===== config.mk =====
export PLATFORM = sky130hd
export DESIGN_NAME = imem_loader
export DESIGN_NICKNAME = d
export VERILOG_FILES = /design/src/rtl/imem_loader.sv
export SDC_FILE = /design/constraint.sdc
export NUM_CORES = 1
export LEC_CHECK = 0
export ABC_AREA = 1
export CAP_MARGIN = 20
export CORE_MARGIN = 1.5
export CORE_UTILIZATION = 47
export CTS_BUF_LIST = sky130_fd_sc_hd__clkbuf_2
export CTS_CLUSTER_SIZE = 24
export DETAILED_ROUTE_END_ITERATION = 7
export PLACE_DENSITY = 0.76
export SLEW_MARGIN = 20
export SYNTH_ARGS = -nofsm -noshare
export SYNTH_HDL_FRONTEND = slang
export SYNTH_SLANG_ARGS = --single-unit

===== constraint.sdc =====
create_clock -name clk -period 3.86 [get_ports clk]
set_input_delay 0.772 -clock clk [delete_from_list [all_inputs] [get_ports clk]]
set_output_delay 0.772 -clock clk [all_outputs]
set_load 0.005 [all_outputs]

===== src/rtl/imem_loader.sv =====
// Streams program bytes into 32-bit big-endian words and writes them
// to instruction memory, one word-write strobe per assembled word.
module imem_loader #(
    parameter int DEPTH = 256,
    parameter int AW    = 8
) (
    input  logic          clk,
    input  logic          rst,
    input  logic          start,
    input  logic          in_valid,
    input  logic [7:0]    in_data,
    input  logic          in_last,
    output logic          in_ready,
    output logic          wr_en,
    output logic [AW-1:0] wr_addr,
    output logic [31:0]   wr_data,
    output logic          busy,
    output logic          done,
    output logic          err_overflow,
    output logic [AW:0]   byte_count
);

    typedef enum logic [1:0] {IDLE, RECV, WRITE, DONE} state_t;

    localparam logic [AW-1:0] LAST_BASE = AW'(DEPTH - 4);

    state_t        state, state_nx;
    logic [AW-1:0] base;
    logic [1:0]    lane;
    logic [31:0]   word;
    logic          last_seen;
    logic          err_q;
    logic [AW:0]   cnt;
    logic          at_end;

    assign at_end       = (base == LAST_BASE);
    assign wr_addr      = base;
    assign wr_data      = (state == WRITE) ? word : 32'h0;
    assign byte_count   = cnt;
    assign err_overflow = err_q;

    always_ff @(posedge clk) begin
        if (rst) state <= IDLE;
        else     state <= state_nx;
    end

    always_comb begin
        state_nx = state;
        in_ready = 1'b0;
        wr_en    = 1'b0;
        busy     = 1'b0;
        done     = 1'b0;
        unique case (state)
            IDLE: begin
                if (start) state_nx = RECV;
            end
            RECV: begin
                busy     = 1'b1;
                in_ready = 1'b1;
                if (in_valid && (lane == 2'd3 || in_last))
                    state_nx = WRITE;
            end
            WRITE: begin
                busy     = 1'b1;
                wr_en    = 1'b1;
                state_nx = (last_seen || at_end) ? DONE : RECV;
            end
            DONE: begin
                done = 1'b1;
                if (start) state_nx = RECV;
            end
            default: state_nx = IDLE;
        endcase
    end

    always_ff @(posedge clk) begin
        if (rst) begin
            base      <= '0;
            lane      <= '0;
            word      <= '0;
            last_seen <= 1'b0;
            err_q     <= 1'b0;
            cnt       <= '0;
        end else begin
            unique case (state)
                IDLE, DONE: begin
                    if (start) begin
                        base      <= '0;
                        lane      <= '0;
                        word      <= '0;
                        last_seen <= 1'b0;
                        err_q     <= 1'b0;
                        cnt       <= '0;
                    end
                end
                RECV: begin
                    if (in_valid) begin
                        // lane 0 lands in [31:24], lane 3 in [7:0]
                        word[{~lane, 3'b000} +: 8] <= in_data;
                        lane      <= lane + 2'd1;
                        cnt       <= cnt + (AW+1)'(1);
                        last_seen <= in_last;
                    end
                end
                WRITE: begin
                    base <= base + AW'(4);
                    lane <= '0;
                    word <= '0;
                    if (!last_seen && at_end) err_q <= 1'b1;
                end
                default: ;
            endcase
        end
    end

endmodule

==> impl_metrics.prom, run 1 <==
# TYPE chip_impl_metric gauge
chip_impl_info{name="status",value="completed"} 1
chip_impl_metric{name="ys_seq_area_share",unit="%"} 37.52
chip_impl_info{name="tritoncts_clock_tree",value="built"} 1
chip_impl_metric{name="post_layout_nets",unit=""} 508
chip_impl_info{name="grt_setup_unrepaired",value="false"} 1
chip_impl_info{name="synth.most_common_cell",value="sky130_fd_sc_hd__nand2_1"} 1
chip_impl_metric{name="postCtsSetupBuffers",unit=""} 0
chip_impl_metric{name="dr_total_vias",unit=""} 2737
chip_impl_metric{name="fp-row-count",unit=""} 28
chip_impl_metric{name="syn_inst_count",unit=""} 425
chip_impl_metric{name="hold_buffers",unit=""} 0
chip_impl_metric{name="syn_area_per_cell",unit="sq um"} 6.653
chip_impl_info{name="hold_class",value="flip-flop to flip-flop"} 1
chip_impl_metric{name="synthToLayoutAreaGrowth",unit="%"} 26.02
chip_impl_metric{name="grt_overflow_total",unit=""} 0
chip_impl_info{name="crit-reg2reg-launch",value="state[1]$_SDFFE_PP0P_"} 1
chip_impl_info{name="crit_end_element",value="output port"} 1
chip_impl_info{name="startpoint",value="state[1]$_SDFFE_PP0P_"} 1
chip_impl_metric{name="antenna_cells",unit=""} 0
chip_impl_metric{name="place_ws",unit="ns"} 1.223
chip_impl_metric{name="netlist_area_before_placement",unit="sq um"} 2828
chip_impl_metric{name="fraction_of_layout_cells_with_a_size_suffix_above_1",unit="%"} 5.773
chip_impl_metric{name="drt_first_iter_violations",unit=""} 148
chip_impl_info{name="setup.worst_path.start_class",value="flip-flop"} 1
chip_impl_metric{name="setup_viol_count_final",unit=""} 0
chip_impl_metric{name="first_pass_iters",unit=""} 4
chip_impl_metric{name="dp_hpwl",unit="mm"} 4.801
chip_impl_metric{name="ant_nets",unit=""} 0
chip_impl_metric{name="grt_util_all_layers",unit="%"} 20.88
chip_impl_metric{name="max_capacitance_violation_count",unit=""} 0
chip_impl_metric{name="power_leakage",unit="nW"} 1.661
chip_impl_metric{name="grt_max_degree",unit=""} 35
chip_impl_metric{name="setup-tns-final",unit="ns"} 0
chip_impl_metric{name="synth_seq_cells",unit=""} 53
chip_impl_metric{name="ctsResizeCount",unit=""} 0
chip_impl_metric{name="detail_route.drc_violations",unit=""} 0
chip_impl_metric{name="min_period_over_period",unit="%"} 81.01
chip_impl_metric{name="core-area",unit="sq um"} 5851
chip_impl_metric{name="worst_ep_arrival_time",unit="ns"} 2.36
chip_impl_metric{name="total_power",unit="mW"} 1.905
chip_impl_info{name="synthTopCellsByArea",value="sky130_fd_sc_hd__dfxtp_1 (38%), sky130_fd_sc_hd__nand2_1 (13%), sky130_fd_sc_hd__inv_1 (9.7%)"} 1
chip_impl_metric{name="clk_pin_slew_worst_paths",unit="ns"} 0.26
chip_impl_info{name="r2r_end",value="word[12]$_SDFFE_PP0P_"} 1
chip_impl_metric{name="placedInstanceArea",unit="sq um"} 3500
chip_impl_info{name="cts-root-buf",value="sky130_fd_sc_hd__clkbuf_2"} 1
chip_impl_metric{name="chipHeight",unit="um"} 80.57
chip_impl_metric{name="max-slew-margin-rel",unit="%"} 56.57
chip_impl_metric{name="cts_made_buffers",unit=""} 5
chip_impl_info{name="synth-main-ff-cell",value="sky130_fd_sc_hd__dfxtp_1"} 1
chip_impl_metric{name="clock_skew",unit="ns"} 0.007848
chip_impl_metric{name="die-area",unit="sq um"} 6491
chip_impl_metric{name="ioPinCount",unit=""} 67
chip_impl_metric{name="wl_per_cell",unit="um"} 11.41
chip_impl_metric{name="grt_first_pass_wirelength",unit="mm"} 10.63
chip_impl_metric{name="max-clock-path-buffers",unit=""} 2
chip_impl_metric{name="antenna_found_initial",unit=""} 0
chip_impl_metric{name="powerDensity",unit="nW/um^2"} 534.7
chip_impl_metric{name="portBuffers",unit=""} 64
chip_impl_metric{name="cts.sinks",unit=""} 53
chip_impl_metric{name="fmax",unit="GHz"} 0.3198
chip_impl_metric{name="first_global_vias",unit=""} 2445
chip_impl_metric{name="synth_enable_flop_cells",unit=""} 0
chip_impl_metric{name="transition_time_of_the_tightest_slew_check_pin",unit="ns"} 0.6514
chip_impl_metric{name="floorplan.initialDensity",unit="%"} 48.33
chip_impl_metric{name="finish.instance_area",unit="sq um"} 3563
chip_impl_metric{name="yosysWarnings",unit=""} 0
chip_impl_metric{name="place.gp.congestion",unit=""} 0.9061
chip_impl_metric{name="final-max-slew-violation-count",unit=""} 0
chip_impl_metric{name="drt-vias-per-instance",unit=""} 4.888
chip_impl_metric{name="finalHoldViolCount",unit=""} 0
chip_impl_metric{name="routed_wl",unit="mm"} 6.391
chip_impl_metric{name="crit_fanout",unit=""} 24
chip_impl_metric{name="finalWorstSetupSlack",unit="ns"} 0.7329
chip_impl_metric{name="clock_latency",unit="ns"} 0.42
chip_impl_info{name="post-synth-top-area-cell",value="sky130_fd_sc_hd__dfxtp_1"} 1
chip_impl_info{name="setup.worst_path.class",value="flip-flop to output port"} 1
chip_impl_info{name="crit_end",value="wr_data[15]"} 1
chip_impl_metric{name="setup.reg_to_reg.worst_slack",unit="ns"} 1.75
chip_impl_metric{name="final_period_minus_worst_setup_slack",unit="ns"} 3.127
chip_impl_metric{name="synth.distinct_cells",unit=""} 32
chip_impl_metric{name="synth-async-reset-ratio",unit="%"} 0
chip_impl_metric{name="max-vdd-ir-drop",unit="mV"} 0.2348
chip_impl_metric{name="die_width",unit="um"} 80.57
chip_impl_metric{name="cts_htree_levels",unit=""} 2
chip_impl_info{name="yosys-top-cells-count",value="sky130_fd_sc_hd__nand2_1 (98), sky130_fd_sc_hd__inv_1 (73), sky130_fd_sc_hd__dfxtp_1 (53), sky130_fd_sc_hd__nor2_1 (53), sky130_fd_sc_hd__a21oi_1 (38)"} 1
chip_impl_metric{name="synth_top_cell_area_share",unit="%"} 37.52
chip_impl_metric{name="worst_r2r_path_depth",unit=""} 8
chip_impl_metric{name="cp_data_required_time",unit="ns"} 3.09
==> worst max-delay path, cell delays in order (launching register included) <==
cell                              delay (ns)
sky130_fd_sc_hd__dfxtp_1                0.44
sky130_fd_sc_hd__ha_1                   0.48
sky130_fd_sc_hd__buf_4                  0.36
sky130_fd_sc_hd__nand2_1                0.08
sky130_fd_sc_hd__inv_1                  0.06
sky130_fd_sc_hd__clkdlybuf4s50_1        0.50
==> registers in the layout (all words and copies together), names as in the netlist <==
name and flops:
word 32, byte_count 9, wr_addr 6, lane 2, state 2, err_overflow 1
last_seen 1
==> layout make-up <==
class | instances | area, sq um
repair buffers | 66 | 655.6
clock buffers | 6 | 30.03
fillers | 558 | 2287
well taps | 75 | 93.84
clock inverters | 2 | 33.78
inverters | 75 | 281.5
flip-flops and latches | 53 | 1061
multi-input cells | 283 | 1408
==> per-layer routing <==
| layer | vias to the layer above | wire length, um | GRT usage, % |
|---|---|---|---|
| met5 | - | 0 | 0 |
| met4 | 0 | 63 | 7.586 |
| met3 | 7 | 290 | 3.864 |
| met2 | 62 | 3032 | 34.71 |
| met1 | 1231 | 3004 | 26.81 |
| li1 | 1437 | - | - |
==> kinds of logic (layout without fill, tap and decap cells) <==
group | after synthesis | in the layout | share of synthesized area (%)
AND/OR/NAND/NOR | 204 | 204 | 31.77
buffers and inverters | 90 | 149 | 12.83
AO/OA/AOI/OAI | 65 | 65 | 12.57
flip-flops | 53 | 53 | 37.52
adder cells (fa/ha/maj) | 11 | 11 | 4.867
other | 1 | 2 | 0.1326
XOR/XNOR | 1 | 1 | 0.3098
==> worst min path at each step <==
| stage | cells past startpoint | end | slack (ns) | start |
|---|---|---|---|---|
| 2_1_floorplan | 2 | word[14]$_SDFFE_PP0P_ | 0.44 | word[14]$_SDFFE_PP0P_ |
| 3_3_place_gp | 2 | word[0]$_SDFFE_PP0P_ | 0.45 | word[0]$_SDFFE_PP0P_ |
| 3_5_place_dp | 2 | word[20]$_SDFFE_PP0P_ | 0.46 | word[20]$_SDFFE_PP0P_ |
| 4_1_cts | 2 | word[20]$_SDFFE_PP0P_ | 0.49 | word[20]$_SDFFE_PP0P_ |
| 5_1_grt | 2 | word[20]$_SDFFE_PP0P_ | 0.51 | word[20]$_SDFFE_PP0P_ |
| 6_report | 2 | word[20]$_SDFFE_PP0P_ | 0.49 | word[20]$_SDFFE_PP0P_ |
==> stage by stage <==
step / hold WS (ns) / utilization [%] / std cells
3_3_place_gp: 0.4530 / 59.82 / 552
2_1_floorplan: 0.4440 / - / 426
6_report: 0.4865 / 60.91 / 560
5_1_grt: 0.5093 / 60.91 / 560
4_1_cts: 0.4871 / 60.91 / 560
3_5_place_dp: 0.4586 / 59.82 / 552
==> layout by cell type, fill, tap and decap left out <==
cell	n
sky130_fd_sc_hd__a211oi_1	1
sky130_fd_sc_hd__a21oi_1	38
sky130_fd_sc_hd__a21oi_2	1
sky130_fd_sc_hd__a31o_2	1
sky130_fd_sc_hd__buf_4	2
sky130_fd_sc_hd__bufinv_16	1
sky130_fd_sc_hd__clkbuf_2	6
sky130_fd_sc_hd__clkdlybuf4s50_1	64
sky130_fd_sc_hd__clkinv_1	1
sky130_fd_sc_hd__conb_1	2
sky130_fd_sc_hd__dfxtp_1	53
sky130_fd_sc_hd__ha_1	11
sky130_fd_sc_hd__inv_1	73
sky130_fd_sc_hd__inv_2	2
sky130_fd_sc_hd__nand2_1	98
sky130_fd_sc_hd__nand2_2	4
sky130_fd_sc_hd__nand2_4	2
sky130_fd_sc_hd__nand3_1	18
sky130_fd_sc_hd__nand3_4	1
sky130_fd_sc_hd__nand3b_1	2
sky130_fd_sc_hd__nand4_1	12
sky130_fd_sc_hd__nand4_2	1
sky130_fd_sc_hd__nor2_1	53
sky130_fd_sc_hd__nor2_2	4
sky130_fd_sc_hd__nor3_1	7
sky130_fd_sc_hd__nor3b_1	1
sky130_fd_sc_hd__o211a_1	1
sky130_fd_sc_hd__o21ai_0	17
sky130_fd_sc_hd__o21ai_1	4
sky130_fd_sc_hd__o21ai_2	1
sky130_fd_sc_hd__o21ai_4	1
sky130_fd_sc_hd__or2_2	1
sky130_fd_sc_hd__xnor2_1	1
==> power breakdown <==
group / switching (mW) / internal [mW]
clock: 0.171 / 0.110
sequential: 0.0674 / 0.635
combinational: 0.612 / 0.310
Note: power is estimated with default switching activity, not from simulation.
==> run 2: changes to the inputs <==
--- a/config.mk
+++ b/config.mk
@@ -12,7 +12,7 @@
 export CTS_BUF_LIST = sky130_fd_sc_hd__clkbuf_2
 export CTS_CLUSTER_SIZE = 24
 export DETAILED_ROUTE_END_ITERATION = 7
-export PLACE_DENSITY = 0.76
+export PLACE_DENSITY = 0.79
 export SLEW_MARGIN = 20
 export SYNTH_ARGS = -nofsm -noshare
 export SYNTH_HDL_FRONTEND = slang
==> constraint.sdc (replaced) <==
create_clock -name clk -period 2.86 [get_ports clk]
set_input_delay 0.572 -clock clk [delete_from_list [all_inputs] [get_ports clk]]
set_output_delay 0.572 -clock clk [all_outputs]
set_load 0.005 [all_outputs]
==> impl_metrics.prom, run 2 (synthesis results as in run 1) <==
# TYPE chip_impl_metric gauge
chip_impl_metric{name="stdcell_count",unit=""} 561
chip_impl_metric{name="grt_first_pass_wirelength",unit="mm"} 10.94
chip_impl_metric{name="antenna_found_initial",unit=""} 0
chip_impl_metric{name="ioPinCount",unit=""} 67
chip_impl_metric{name="detail_route.drc_violations",unit=""} 0
chip_impl_metric{name="routed_wl",unit="mm"} 6.383
chip_impl_metric{name="worst_ep_arrival_time",unit="ns"} 2.08
chip_impl_metric{name="crit_fanout",unit=""} 15
chip_impl_metric{name="largest_reg_flops",unit=""} 32
chip_impl_metric{name="wl_per_cell",unit="um"} 11.38
chip_impl_metric{name="cts_made_buffers",unit=""} 5
chip_impl_metric{name="antenna_cells",unit=""} 0
chip_impl_metric{name="die-area",unit="sq um"} 6491
chip_impl_metric{name="transition_time_of_the_tightest_slew_check_pin",unit="ns"} 0.6273
chip_impl_info{name="tritoncts_clock_tree",value="built"} 1
chip_impl_metric{name="clk_pin_slew_worst_paths",unit="ns"} 0.23
chip_impl_metric{name="synthToLayoutAreaGrowth",unit="%"} 26.46
chip_impl_info{name="crit-reg2reg-launch",value="lane[0]$_SDFFE_PP0P_"} 1
chip_impl_metric{name="powerDensity",unit="nW/um^2"} 720.2
chip_impl_metric{name="dr_total_vias",unit=""} 2793
chip_impl_metric{name="finalHoldWorstSlack",unit="ns"} 0.4842
chip_impl_info{name="register_with_the_highest_flop_count",value="word"} 1
chip_impl_info{name="min_from",value="word[5]$_SDFFE_PP0P_"} 1
chip_impl_metric{name="setup.reg_to_reg.worst_slack",unit="ns"} 0.81
chip_impl_metric{name="floorplan.initialDensity",unit="%"} 48.33
chip_impl_metric{name="clock_latency",unit="ns"} 0.44
chip_impl_metric{name="first_global_vias",unit=""} 2514
chip_impl_metric{name="worst_r2r_path_depth",unit=""} 6
chip_impl_metric{name="fraction_of_layout_cells_with_a_size_suffix_above_1",unit="%"} 6.173
chip_impl_metric{name="portBuffers",unit=""} 64
chip_impl_metric{name="grt_overflow_total",unit=""} 0
chip_impl_metric{name="place.gp.congestion",unit=""} 0.9138
chip_impl_info{name="r2r_end",value="word[14]$_SDFFE_PP0P_"} 1
chip_impl_metric{name="total_power",unit="mW"} 2.576
chip_impl_metric{name="max-slew-margin-rel",unit="%"} 58.18
chip_impl_metric{name="dp_cells",unit=""} 553
chip_impl_info{name="worst_hold_path.endpoint",value="word[5]$_SDFFE_PP0P_"} 1
chip_impl_metric{name="ant_nets",unit=""} 0
chip_impl_info{name="layout_common_cells",value="sky130_fd_sc_hd__nand2_1 (98), sky130_fd_sc_hd__inv_1 (73), sky130_fd_sc_hd__clkdlybuf4s50_1 (64), sky130_fd_sc_hd__nor2_1 (53), sky130_fd_sc_hd__dfxtp_1 (53)"} 1
chip_impl_metric{name="post_layout_nets",unit=""} 509
chip_impl_metric{name="grt_util_all_layers",unit="%"} 21.14
chip_impl_metric{name="dp_hpwl",unit="mm"} 4.848
chip_impl_info{name="hold_class",value="flip-flop to flip-flop"} 1
chip_impl_metric{name="first_pass_iters",unit=""} 4
chip_impl_metric{name="setup_viol_count_final",unit=""} 0
chip_impl_info{name="status",value="completed"} 1
chip_impl_metric{name="min_period_over_period",unit="%"} 92.72
chip_impl_metric{name="cts.sinks",unit=""} 53
chip_impl_metric{name="die_width",unit="um"} 80.57
chip_impl_metric{name="hold_buffers",unit=""} 0
chip_impl_metric{name="cp_data_required_time",unit="ns"} 2.29
chip_impl_metric{name="core-area",unit="sq um"} 5851
chip_impl_metric{name="setup-tns-final",unit="ns"} 0
chip_impl_metric{name="chipHeight",unit="um"} 80.57
chip_impl_metric{name="grt_max_degree",unit=""} 34
chip_impl_metric{name="max-vdd-ir-drop",unit="mV"} 0.3900
chip_impl_info{name="grt_setup_unrepaired",value="false"} 1
chip_impl_metric{name="whs_path_depth",unit=""} 2
chip_impl_metric{name="final_period_minus_worst_setup_slack",unit="ns"} 2.652
chip_impl_metric{name="postCtsSetupBuffers",unit=""} 0
chip_impl_metric{name="ctsResizeCount",unit=""} 0
chip_impl_info{name="cts-root-buf",value="sky130_fd_sc_hd__clkbuf_2"} 1
chip_impl_metric{name="fp-row-count",unit=""} 28
chip_impl_metric{name="power_leakage",unit="nW"} 1.668
chip_impl_metric{name="drt_first_iter_violations",unit=""} 95
chip_impl_metric{name="cts_htree_levels",unit=""} 2
chip_impl_metric{name="clock_skew",unit="ns"} 0.02875
chip_impl_info{name="setup.worst_path.start_class",value="flip-flop"} 1
chip_impl_info{name="setup.worst_path.class",value="flip-flop to output port"} 1
chip_impl_info{name="crit_end_element",value="output port"} 1
chip_impl_metric{name="finalHoldViolCount",unit=""} 0
chip_impl_metric{name="drt-vias-per-instance",unit=""} 4.979
chip_impl_info{name="final_common_cell",value="sky130_fd_sc_hd__nand2_1"} 1
chip_impl_metric{name="final-max-slew-violation-count",unit=""} 0
chip_impl_metric{name="max_capacitance_violation_count",unit=""} 0
chip_impl_metric{name="max-clock-path-buffers",unit=""} 2
chip_impl_metric{name="fmax",unit="GHz"} 0.3771
## run 2: cell type report
class	instances	area, sq um
well taps	75	93.84
fillers	548	2275
clock inverters	2	38.79
clock buffers	6	30.03
inverters	75	281.5
repair buffers	67	663.1
multi-input cells	283	1408
flip-flops and latches	53	1061
## run 2: worst max-delay path, stage by stage (launching register included)
cell,delay (ns)
sky130_fd_sc_hd__dfxtp_1,0.46
sky130_fd_sc_hd__ha_1,0.59
sky130_fd_sc_hd__clkdlybuf4s50_1,0.62
## run 2: layer usage
| layer | wire (um) | GRT usage (%) | up-vias |
|---|---|---|---|
| met3 | 359 | 4.205 | 9 |
| met1 | 2961 | 26.46 | 1263 |
| li1 | - | - | 1447 |
| met5 | 0 | 0 | - |
| met2 | 2987 | 36.47 | 74 |
| met4 | 74 | 6.207 | 0 |
## run 2: worst max-delay path by stage
stage                          start                    end  slack, ns  cells past startpoint
6_report       state[0]$_SDFFE_PP0P_               in_ready       0.21                      2
5_1_grt        state[0]$_SDFFE_PP0P_               in_ready       0.04                      2
4_1_cts        state[0]$_SDFFE_PP0P_               in_ready       0.19                      2
3_5_place_dp                   start  word[13]$_SDFFE_PP0P_       0.68                      8
3_3_place_gp   state[0]$_SDFFE_PP0P_               in_ready       0.72                      2
2_1_floorplan  state[0]$_SDFFE_PP0P_            wr_data[10]       1.09                      6
## run 2: metrics by stage
stage | setup WS (ns) | instance area [sq um] | util [%]
floorplan | 1.095 | 2831 | -
CTS | 0.1947 | 3576 | 61.12
global route | 0.04228 | 3576 | 61.12
detailed placement | 0.6789 | 3507 | 59.94
finish | 0.2083 | 3576 | 61.12
global placement | 0.7203 | 3507 | 59.94
## run 2: report_power, final
part | internal [mW] | switching (mW) | total [mW]
combinational | 0.422 | 0.814 | 1.24
sequential | 0.857 | 0.0987 | 0.956
clock | 0.153 | 0.230 | 0.383
total | 1.43 | 1.14 | 2.58
==> run 3: changes to the inputs <==
--- a/config.mk
+++ b/config.mk
@@ -12,7 +12,9 @@
 export CTS_BUF_LIST = sky130_fd_sc_hd__clkbuf_2
 export CTS_CLUSTER_SIZE = 24
 export DETAILED_ROUTE_END_ITERATION = 7
-export PLACE_DENSITY = 0.79
+export DONT_BUFFER_PORTS = 1
+export PLACE_DENSITY_LB_ADDON = 0.15
+export REMOVE_ABC_BUFFERS = 1
 export SLEW_MARGIN = 20
 export SYNTH_ARGS = -nofsm -noshare
 export SYNTH_HDL_FRONTEND = slang
==> impl_metrics.prom, run 3 (synthesis results as in run 1) <==
# TYPE chip_impl_metric gauge
chip_impl_metric{name="fmax",unit="GHz"} 0.4141
chip_impl_metric{name="powerDensity",unit="nW/um^2"} 857.2
chip_impl_metric{name="post_layout_nets",unit=""} 443
chip_impl_metric{name="drt-vias-per-instance",unit=""} 4.941
chip_impl_metric{name="grt_overflow_total",unit=""} 0
chip_impl_metric{name="max_capacitance_violation_count",unit=""} 0
chip_impl_metric{name="min_period_over_period",unit="%"} 84.43
chip_impl_info{name="register_with_the_highest_flop_count",value="word"} 1
chip_impl_info{name="cpLargestDelayFamily",value="adder cells"} 1
chip_impl_metric{name="synthToLayoutAreaGrowth",unit="%"} 4.469
chip_impl_metric{name="transition_time_of_the_tightest_slew_check_pin",unit="ns"} 0.6538
chip_impl_metric{name="hold_buffers",unit=""} 0
chip_impl_metric{name="stdcell_count",unit=""} 495
chip_impl_metric{name="wl_per_cell",unit="um"} 12.28
chip_impl_metric{name="grt_util_all_layers",unit="%"} 19.71
chip_impl_info{name="final_common_cell",value="sky130_fd_sc_hd__nand2_1"} 1
chip_impl_metric{name="first_global_vias",unit=""} 2043
chip_impl_metric{name="antenna_found_initial",unit=""} 0
chip_impl_metric{name="setup_viol_count_final",unit=""} 0
chip_impl_metric{name="critPathMaxStageDelay",unit="ns"} 0.53
chip_impl_info{name="worstPathCellList",value="inv_1, ha_1, buf_12, nand2_1, inv_1"} 1
chip_impl_info{name="cts-root-buf",value="sky130_fd_sc_hd__clkbuf_2"} 1
chip_impl_metric{name="place.gp.congestion",unit=""} 0.8627
chip_impl_metric{name="ant_nets",unit=""} 0
chip_impl_metric{name="whs_path_depth",unit=""} 1
chip_impl_metric{name="setup-tns-final",unit="ns"} 0
chip_impl_metric{name="placedInstanceArea",unit="sq um"} 2864
chip_impl_info{name="min_from",value="rst"} 1
chip_impl_metric{name="fp-row-count",unit=""} 28
chip_impl_info{name="r2r_end",value="word[19]$_SDFFE_PP0P_"} 1
chip_impl_metric{name="final-max-slew-violation-count",unit=""} 0
chip_impl_metric{name="cts_htree_levels",unit=""} 2
chip_impl_info{name="hold_class",value="primary input to flip-flop"} 1
chip_impl_metric{name="antenna_cells",unit=""} 0
chip_impl_info{name="layout_common_cells",value="sky130_fd_sc_hd__nand2_1 (98), sky130_fd_sc_hd__inv_1 (73), sky130_fd_sc_hd__nor2_1 (53), sky130_fd_sc_hd__dfxtp_1 (53), sky130_fd_sc_hd__a21oi_1 (38)"} 1
chip_impl_info{name="setup.worst_path.start_class",value="flip-flop"} 1
chip_impl_metric{name="dp_hpwl",unit="mm"} 4.473
chip_impl_metric{name="setup.reg_to_reg.worst_slack",unit="ns"} 0.77
chip_impl_metric{name="dr_total_vias",unit=""} 2446
chip_impl_metric{name="cp_data_required_time",unit="ns"} 2.29
chip_impl_metric{name="max-vdd-ir-drop",unit="mV"} 0.4709
chip_impl_metric{name="ioPinCount",unit=""} 67
chip_impl_info{name="crit_top_cell",value="sky130_fd_sc_hd__inv_1"} 1
chip_impl_info{name="grt_setup_unrepaired",value="false"} 1
chip_impl_metric{name="grt_max_degree",unit=""} 35
chip_impl_info{name="crit_end_element",value="output port"} 1
chip_impl_info{name="worst_hold_path.endpoint",value="word[19]$_SDFFE_PP0P_"} 1
chip_impl_metric{name="ctsResizeCount",unit=""} 0
chip_impl_metric{name="largest_reg_flops",unit=""} 32
chip_impl_info{name="tritoncts_clock_tree",value="built"} 1
chip_impl_metric{name="dp_cells",unit=""} 487
chip_impl_metric{name="detail_route.drc_violations",unit=""} 0
chip_impl_metric{name="clock_skew",unit="ns"} 0.01415
chip_impl_metric{name="clock_latency",unit="ns"} 0.45
chip_impl_metric{name="clk_pin_slew_worst_paths",unit="ns"} 0.27
chip_impl_metric{name="first_pass_iters",unit=""} 4
chip_impl_metric{name="core-area",unit="sq um"} 5851
chip_impl_metric{name="grt_first_pass_wirelength",unit="mm"} 9.942
chip_impl_metric{name="finish.instance_area",unit="sq um"} 2954
chip_impl_metric{name="worst_ep_arrival_time",unit="ns"} 1.84
chip_impl_metric{name="cp.buffers_inverters",unit=""} 3
chip_impl_metric{name="die_width",unit="um"} 80.57
chip_impl_metric{name="cts_made_buffers",unit=""} 5
chip_impl_info{name="crit-reg2reg-launch",value="lane[0]$_SDFFE_PP0P_"} 1
chip_impl_metric{name="max-clock-path-buffers",unit=""} 2
chip_impl_metric{name="worst_r2r_path_depth",unit=""} 6
chip_impl_metric{name="routed_wl",unit="mm"} 6.081
chip_impl_metric{name="drt_first_iter_violations",unit=""} 112
chip_impl_metric{name="max-slew-margin-rel",unit="%"} 56.41
chip_impl_metric{name="crit_fanout",unit=""} 23
chip_impl_metric{name="postCtsSetupBuffers",unit=""} 0
chip_impl_metric{name="finalHoldViolCount",unit=""} 0
chip_impl_metric{name="fraction_of_layout_cells_with_a_size_suffix_above_1",unit="%"} 6.667
chip_impl_metric{name="final_period_minus_worst_setup_slack",unit="ns"} 2.415
chip_impl_metric{name="cp_num_cells",unit=""} 5
chip_impl_metric{name="chipHeight",unit="um"} 80.57
chip_impl_metric{name="cts.sinks",unit=""} 53
chip_impl_info{name="crit_path_top_delay_cell",value="sky130_fd_sc_hd__ha_1"} 1
chip_impl_info{name="status",value="completed"} 1
chip_impl_metric{name="die-area",unit="sq um"} 6491
chip_impl_metric{name="floorplan.initialDensity",unit="%"} 48.33
chip_impl_info{name="setup.worst_path.class",value="flip-flop to output port"} 1
chip_impl_metric{name="number_of_filler_cells_placed_in_the_layout",unit=""} 595
chip_impl_metric{name="power_leakage",unit="nW"} 1.447
chip_impl_metric{name="portBuffers",unit=""} 0
[run 3: changes by cell type in the layout (fill, tap and decap cells not counted), sizes merged]
cell           before  now
buf                 3    1
bufinv              1    2
clkbuf              6    5
clkdlybuf4s50      64    0
[run 3: cell type report]
class                      instances  area, sq um  area share (%)
timing repair buffer               1        20.02          0.6777
tap                               75        93.84           3.177
multi-input combinational        283         1408           47.65
sequential                        53         1061           35.92
inverter                          75        281.5           9.530
clock inverter                     3        65.06           2.202
clock buffer                       5        25.02          0.8471
[run 3: worst reg2reg max path, stage by stage, from the launching register on]
cell                      delay [ns]
sky130_fd_sc_hd__dfxtp_1        0.57
sky130_fd_sc_hd__inv_1          0.30
sky130_fd_sc_hd__ha_1           0.44
sky130_fd_sc_hd__nand2_1        0.09
sky130_fd_sc_hd__nor2_1         0.36
sky130_fd_sc_hd__nand3_1        0.17
sky130_fd_sc_hd__a21oi_1        0.14
[run 3: where the power goes]
group / internal [mW] / switching, mW / total, mW
logic: 0.316 / 0.779 / 1.10
clock network: 0.233 / 0.243 / 0.477
registers: 0.857 / 0.103 / 0.961
[run 3: worst max path at each step]
stage	end	slack, ns	startpoint
2_1_floorplan	wr_data[0]	1.01	state[0]$_SDFFE_PP0P_
3_3_place_gp	byte_count[8]$_SDFFE_PP0P_	0.84	state[0]$_SDFFE_PP0P_
3_5_place_dp	byte_count[8]$_SDFFE_PP0P_	0.81	state[0]$_SDFFE_PP0P_
4_1_cts	wr_data[1]	0.39	state[0]$_SDFFE_PP0P_
5_1_grt	wr_data[21]	0.27	state[0]$_SDFFE_PP0P_
6_report	wr_data[8]	0.45	state[0]$_SDFFE_PP0P_
[run 3: stage by stage]
stage	hold WS [ns]	power [mW]	util [%]	setup slack (ns)
5_1_grt	0.07632	2.766	50.49	0.2690
3_5_place_dp	0.4532	2.076	48.95	0.8138
6_report	0.1325	2.532	50.49	0.4454
4_1_cts	0.1097	2.557	50.49	0.3920
2_1_floorplan	0.4387	1.811	-	1.006
3_3_place_gp	0.4480	2.067	48.95	0.8365
[run 3: routing by layer]
| metal | part of all wire, % | global-route usage (%) | vias up |
|---|---|---|---|
| met2 | 43 | 28.74 | 59 |
| met3 | 4.7 | 4.545 | 9 |
| met1 | 51 | 28.51 | 1072 |
| met4 | 1.5 | 6.034 | 0 |
| li1 | - | - | 1306 |
| met5 | 0 | 0 | - |
==> edit 1 (settings of run 2) <==
Encoding of `state_t`: now one-hot (4 bits for 4 states).
--- a/src/rtl/imem_loader.sv
+++ b/src/rtl/imem_loader.sv
@@ -22,3 +22,3 @@
 
-    typedef enum logic [1:0] {IDLE, RECV, WRITE, DONE} state_t;
+    typedef enum logic [3:0] {IDLE = 4'b0001, RECV = 4'b0010, WRITE = 4'b0100, DONE = 4'b1000} state_t;
 
Formal check against the unedited RTL: no difference found for any inputs over 10 cycles, from zero or initial values and one cycle with rst high; not proved beyond that.
==> edit 1 against run 2 <==
Maximum frequency grew 0.71%; highest routed layer unchanged; synthesized area is 17% higher; sequential share of layout area is 2.5 points lower; critical path depth grew 3; largest power group unchanged; critical path type unchanged; power is 13% higher; setup slack better by 0.019 ns; clock skew rose by 0.0024 ns; sequential cell count grew 2; largest cell class unchanged; non-clock buffer count grew 3; synthesized cell count rose by 26%; first-iteration DRC count up 120%; final area rose by 13%; routed wire length grew 21%.
==> edit 1: results (changes against run 2) <==
global_routing:
  grt_max_degree: 39  # +15%
  first_global_vias: 3153  # +25%
  grt_pass1_wl_um: 13400  # +22%
  track_usage_pct: 21.8  # +0.62 points
  antenna_found_initial: 0  # unchanged
route:
  drt_pass1_iterations: 5  # +1
  drt-initial-drc-count: 208  # +120%
  wl_um: 7730  # +21%
  viasPerCell: 4.90  # -1.5%
  drc: 0  # unchanged
hold_path:
  hold-path-endpoint: "last_seen$_SDFFE_PP0P_"
  hold-path-cell-count: 2  # unchanged
  hold_path.class: "flip-flop to flip-flop"
  hp-start: "last_seen$_SDFFE_PP0P_"
critical_path:
  rrSetupSlack_ns: 0.69  # -0.12 ns
  rr_endpoint: "word[19]$_SDFFE_PP0P_"
  r2r_cells: 8  # +2
  arrival_ns: 2.06  # -0.02 ns
  crit_type: "flip-flop to output port"
  critPathLaunch: "state[1]$_SDFFE_PP0P_"
  crit_family: "buffers and inverters"
  rr_startpoint: "state[0]$_SDFFE_PP1P_"
  endpoint: "wr_data[13]"
  critPathMaxStageDelay_ns: 0.51  # -0.11 ns
  crit_fanout: 16  # +1
  cpMaxStageDelayCell: "clkdlybuf4s50_1"
placement:
  gp_congestion: 0.857  # -6.2%
  port_buffers: 64  # unchanged
  dp_hpwl_um: 5540  # +14%
clock_network:
  cts_hold_buf: 0  # unchanged
  clk_latency_ns: 0.45
  cts.clk_slew.worst_paths_ns: 0.28  # +0.05 ns
  htree_levels: 2  # unchanged
  cts_buffers: 5  # unchanged
  cts_buffer_depth: 2  # unchanged
finish:
  final_nets: 607  # +19%
  largest_register_ffs: 32  # unchanged
  regMostFlops: "word"
  insertedDiodeCount: 0  # unchanged
  layout-drive-gt1-share_pct: 5.96  # -0.21 points
run_status:
  status: "finished, final reports clean"
synthesis:
  seq_area_frac_synth_pct: 33.2  # -4.3 points
  async_flop_share_pct: 0  # unchanged
  yosysUniqueCellTypes: 30  # -6.3%
  synthTopCellsByCount: "nand2_1 (128), nor2_1 (95), inv_1 (90), dfxtp_1 (55)"
  synth.area.top_cells: "dfxtp_1 (33%), nand2_1 (15%), nor2_1 (11%)"
  synthFlopType: "dfxtp_1"
sta:
  finalClockSkew_ns: 0.0311  # +0.00239 ns
  worstMarginPinSlew_ns: 0.603  # -0.0246 ns
power_and_ir_drop:
  power.leakage_nw: 1.84  # +10%
  ir_drop_v: 0.000341  # -13%
==> edit 1: changes by cell type after synthesis, moves of 3 or more <==
cell,delta
a21oi_1,-18
buf_2,+13
clkbuf_1,-5
ha_1,-4
inv_1,+17
nand2_1,+30
nand3_1,+18
nand3_2,+4
nand4_1,+24
nor2_1,+42
nor3_1,+3
o21ai_0,-13
o21ai_1,-4
==> edit 1: cells by family after synthesis <==
kind of cell               count (synthesis)  synth area share, %
buffers and inverters                    117                 15.1
other                                      1                0.113
and+or+nand+nor                          323                 43.6
xor gates and xnor gates                   3                0.793
DFF                                       55                 33.2
AOI/OAI and AO/OA                         28                 4.53
adders and majority gates                  7                 2.64
==> edit 1: per-stage QoR <==
stage	std cells	area, µm²	hold slack, ns	worst slack, ns
after CTS	683	4040	0.512	0.00925
after detailed placement	675	3970	0.482	0.379
after global routing	683	4060	0.552	0.0407
after global placement	675	3970	0.468	0.503
final	683	4060	0.515	0.227
after floorplan	535	3320	0.451	1.13
==> edit 1: per-layer routing <==
metal | wire (µm) | track usage, %
met1 | 3430 | 26.3
met2 | 3640 | 38.7
met3 | 517 | 3.79
met4 | 145 | 7.48
met5 | 0 | 0
==> edit 1: area by class of cell <==
type / count / area [µm²]
Sequential cell: 55 / 1100
Clock inverter: 1 / 30.0
Timing Repair Buffer: 70 / 686
Tap cell: 96 / 120
Multi-Input combinational cell: 364 / 1750
Inverter: 91 / 342
Fill cell: 684 / 2740
Clock buffer: 6 / 30.0
==> edit 1: where the power goes <==
part           internal [W]  switching (W)
Clock              0.000147       0.000244
Combinational      0.000474       0.000977
Sequential         0.000993      0.0000789
==> edit 1: what timing repair did <==
action                     in CTS  in global routing
resized for setup               2                  5
setup endpoints to repair      17                 20
pin swaps                       1                  0
gates cloned                    1                  0
setup buffers                   0                  0
==> edit 2 (settings of run 2) <==
Without the edit above. Change the parameter `AW` from 8 to 7.
--- a/src/rtl/imem_loader.sv
+++ b/src/rtl/imem_loader.sv
@@ -4,3 +4,3 @@
     parameter int DEPTH = 256,
-    parameter int AW    = 8
+    parameter int AW    = 7
 ) (
Interface: changed (resized byte_count and wr_addr); port bits go from 67 to 65. No check against the original RTL was run, so the function may have changed too.
==> edit 2 against run 2 <==
Setup slack improved by 0.12 ns; sequential power up 13%; synthesized cell count is 5.9% lower; sequential cell count fell by 2; final area is 3.0% lower; global-route usage down 0.53 points; core utilization grew 1.1 points; count of clock-buffer cells in the layout is the same; synthesized area shrank 2.5%; power up 16%; clock power fell by 4%; routed wire length decreased by 4.4%; critical path type unchanged; critical endpoint is now wr_data[28]; largest cell class unchanged.
==> edit 2: results (changes against run 2) <==
run_status:
  status: "finished, final reports clean"
sta:
  timing.slew.headroom_pct: 58.4  # +0.26 points
  finalCriticalPeriod_ns: 2.53  # -0.123 ns
  finalClockSkew_ns: 0.0185  # -0.0102 ns
route:
  wl_per_cell_um: 11.5  # +0.78%
  wl_met2_um: 2890  # -3.2%
  met3_wirelength_um: 362  # +0.84%
  wl_um: 6100  # -4.4%
  wl_met1_um: 2770  # -6.6%
  num_vias: 2549  # -8.7%
  drt_pass1_iterations: 4  # unchanged
  drt-initial-drc-count: 192  # +100%
critical_path:
  rrSetupSlack_ns: 0.90  # +0.09 ns
  r2r_cells: 7  # +1
  endpoint: "wr_data[28]"
  rr_endpoint: "word[1]$_SDFFE_PP0P_"
  arrival_ns: 1.96  # -0.12 ns
  critPathLaunch: "state[0]$_SDFFE_PP0P_"
  crit_fanout: 22  # +7
synthesis:
  synthTopCellsByCount: "nand2_1 (77), inv_1 (68), nor2_1 (53), dfxtp_1 (51), a21oi_1 (32)"
  yosysWarnings: 0  # unchanged
  synth.area.top_cells: "dfxtp_1 (37%), nand2_1 (10%), inv_1 (9.3%)"
  seq_area_frac_synth_pct: 37.0  # -0.50 points
  yosysUniqueCellTypes: 32  # unchanged
  avgSynthCellArea_um2: 6.89  # +3.6%
  synthFlopType: "dfxtp_1"
  async_flop_share_pct: 0  # unchanged
global_routing:
  grt_pass1_wl_um: 10300  # -5.4%
  grt_max_degree: 23  # -32%
  first_global_vias: 2367  # -5.8%
  antenna_found_initial: 0  # unchanged
  track_usage_pct: 20.6  # -0.53 points
hold_path:
  hold-path-endpoint: "word[11]$_SDFFE_PP0P_"
  hp-start: "word[11]$_SDFFE_PP0P_"
  hold-path-cell-count: 2  # unchanged
placement:
  dpl.cell_count: 525  # -5.1%
  gp_congestion: 0.815  # -11%
  dp_hpwl_um: 4570  # -5.8%
  port_buffers: 62  # -3.1%
  pre_cts_ws_ns: 0.788  # +0.109 ns
clock_network:
  ctsRootBufferMaster: "clkbuf_2"
  cts_buffer_depth: 2  # unchanged
  htree_levels: 2  # unchanged
  clk_latency_ns: 0.44  # about the same
finish:
  nFillCells: 518  # -5.5%
  final_nets: 484  # -4.9%
  layout-drive-gt1-share_pct: 8.04  # +1.9 points
  insertedDiodeCount: 0  # unchanged
power_and_ir_drop:
  power.leakage_nw: 1.67  # +0.23%
  ir_drop_v: 0.000406  # +4.2%
-- edit 2: kinds of logic (layout without fill, tap and decap cells) --
logic type | after synthesis | count (layout) | synth area share, %
DFF | 51 | 51 | 37.0
AOI/OAI and AO/OA | 67 | 67 | 13.2
buffers and inverters | 89 | 148 | 13.7
xor gates and xnor gates | 2 | 2 | 0.635
other | 1 | 2 | 0.136
and+or+nand+nor | 179 | 179 | 30.3
adders and majority gates | 11 | 11 | 4.99
-- edit 2: power breakdown --
group / total (W) / internal (W) / switching, W
clock network: 0.000366 / 0.000147 / 0.000219
registers: 0.00108 / 0.000928 / 0.000152
logic: 0.00155 / 0.000565 / 0.000981
total: 0.00299 / 0.00164 / 0.00135
-- edit 2: routing by layer --
layer / track usage (%) / vias up
met3: 3.43 / 6
met1: 26.0 / 1125
met2: 35.2 / 70
met4: 7.37 / 0
met5: 0 / -
li1: - / 1348
-- edit 2: metrics by stage --
stage               area, µm²  utilization (%)  hold WS (ns)
floorplan                2760                -         0.444
finish                   3470             62.2         0.485
detailed placement       3410             61.2         0.462
global placement         3410             61.2         0.457
global route             3470             62.2         0.507
CTS                      3470             62.2         0.488
-- edit 2: area by class of cell --
| type | count | area share, % |
|---|---|---|
| inverters | 74 | 8.01 |
| repair buffers | 67 | 19.0 |
| clock buffers | 6 | 0.865 |
| flip-flops and latches | 51 | 29.4 |
| multi-input cells | 261 | 39.3 |
| clock inverters | 1 | 0.865 |
| well taps | 72 | 2.60 |
-- edit 2: critical path: stages (launching register included) --
cell and delay [ns]:
dfxtp_1 0.40, inv_1 0.09, ha_1 0.17, buf_4 0.25, nand2_1 0.08, inv_1 0.05, clkdlybuf4s50_1 0.49
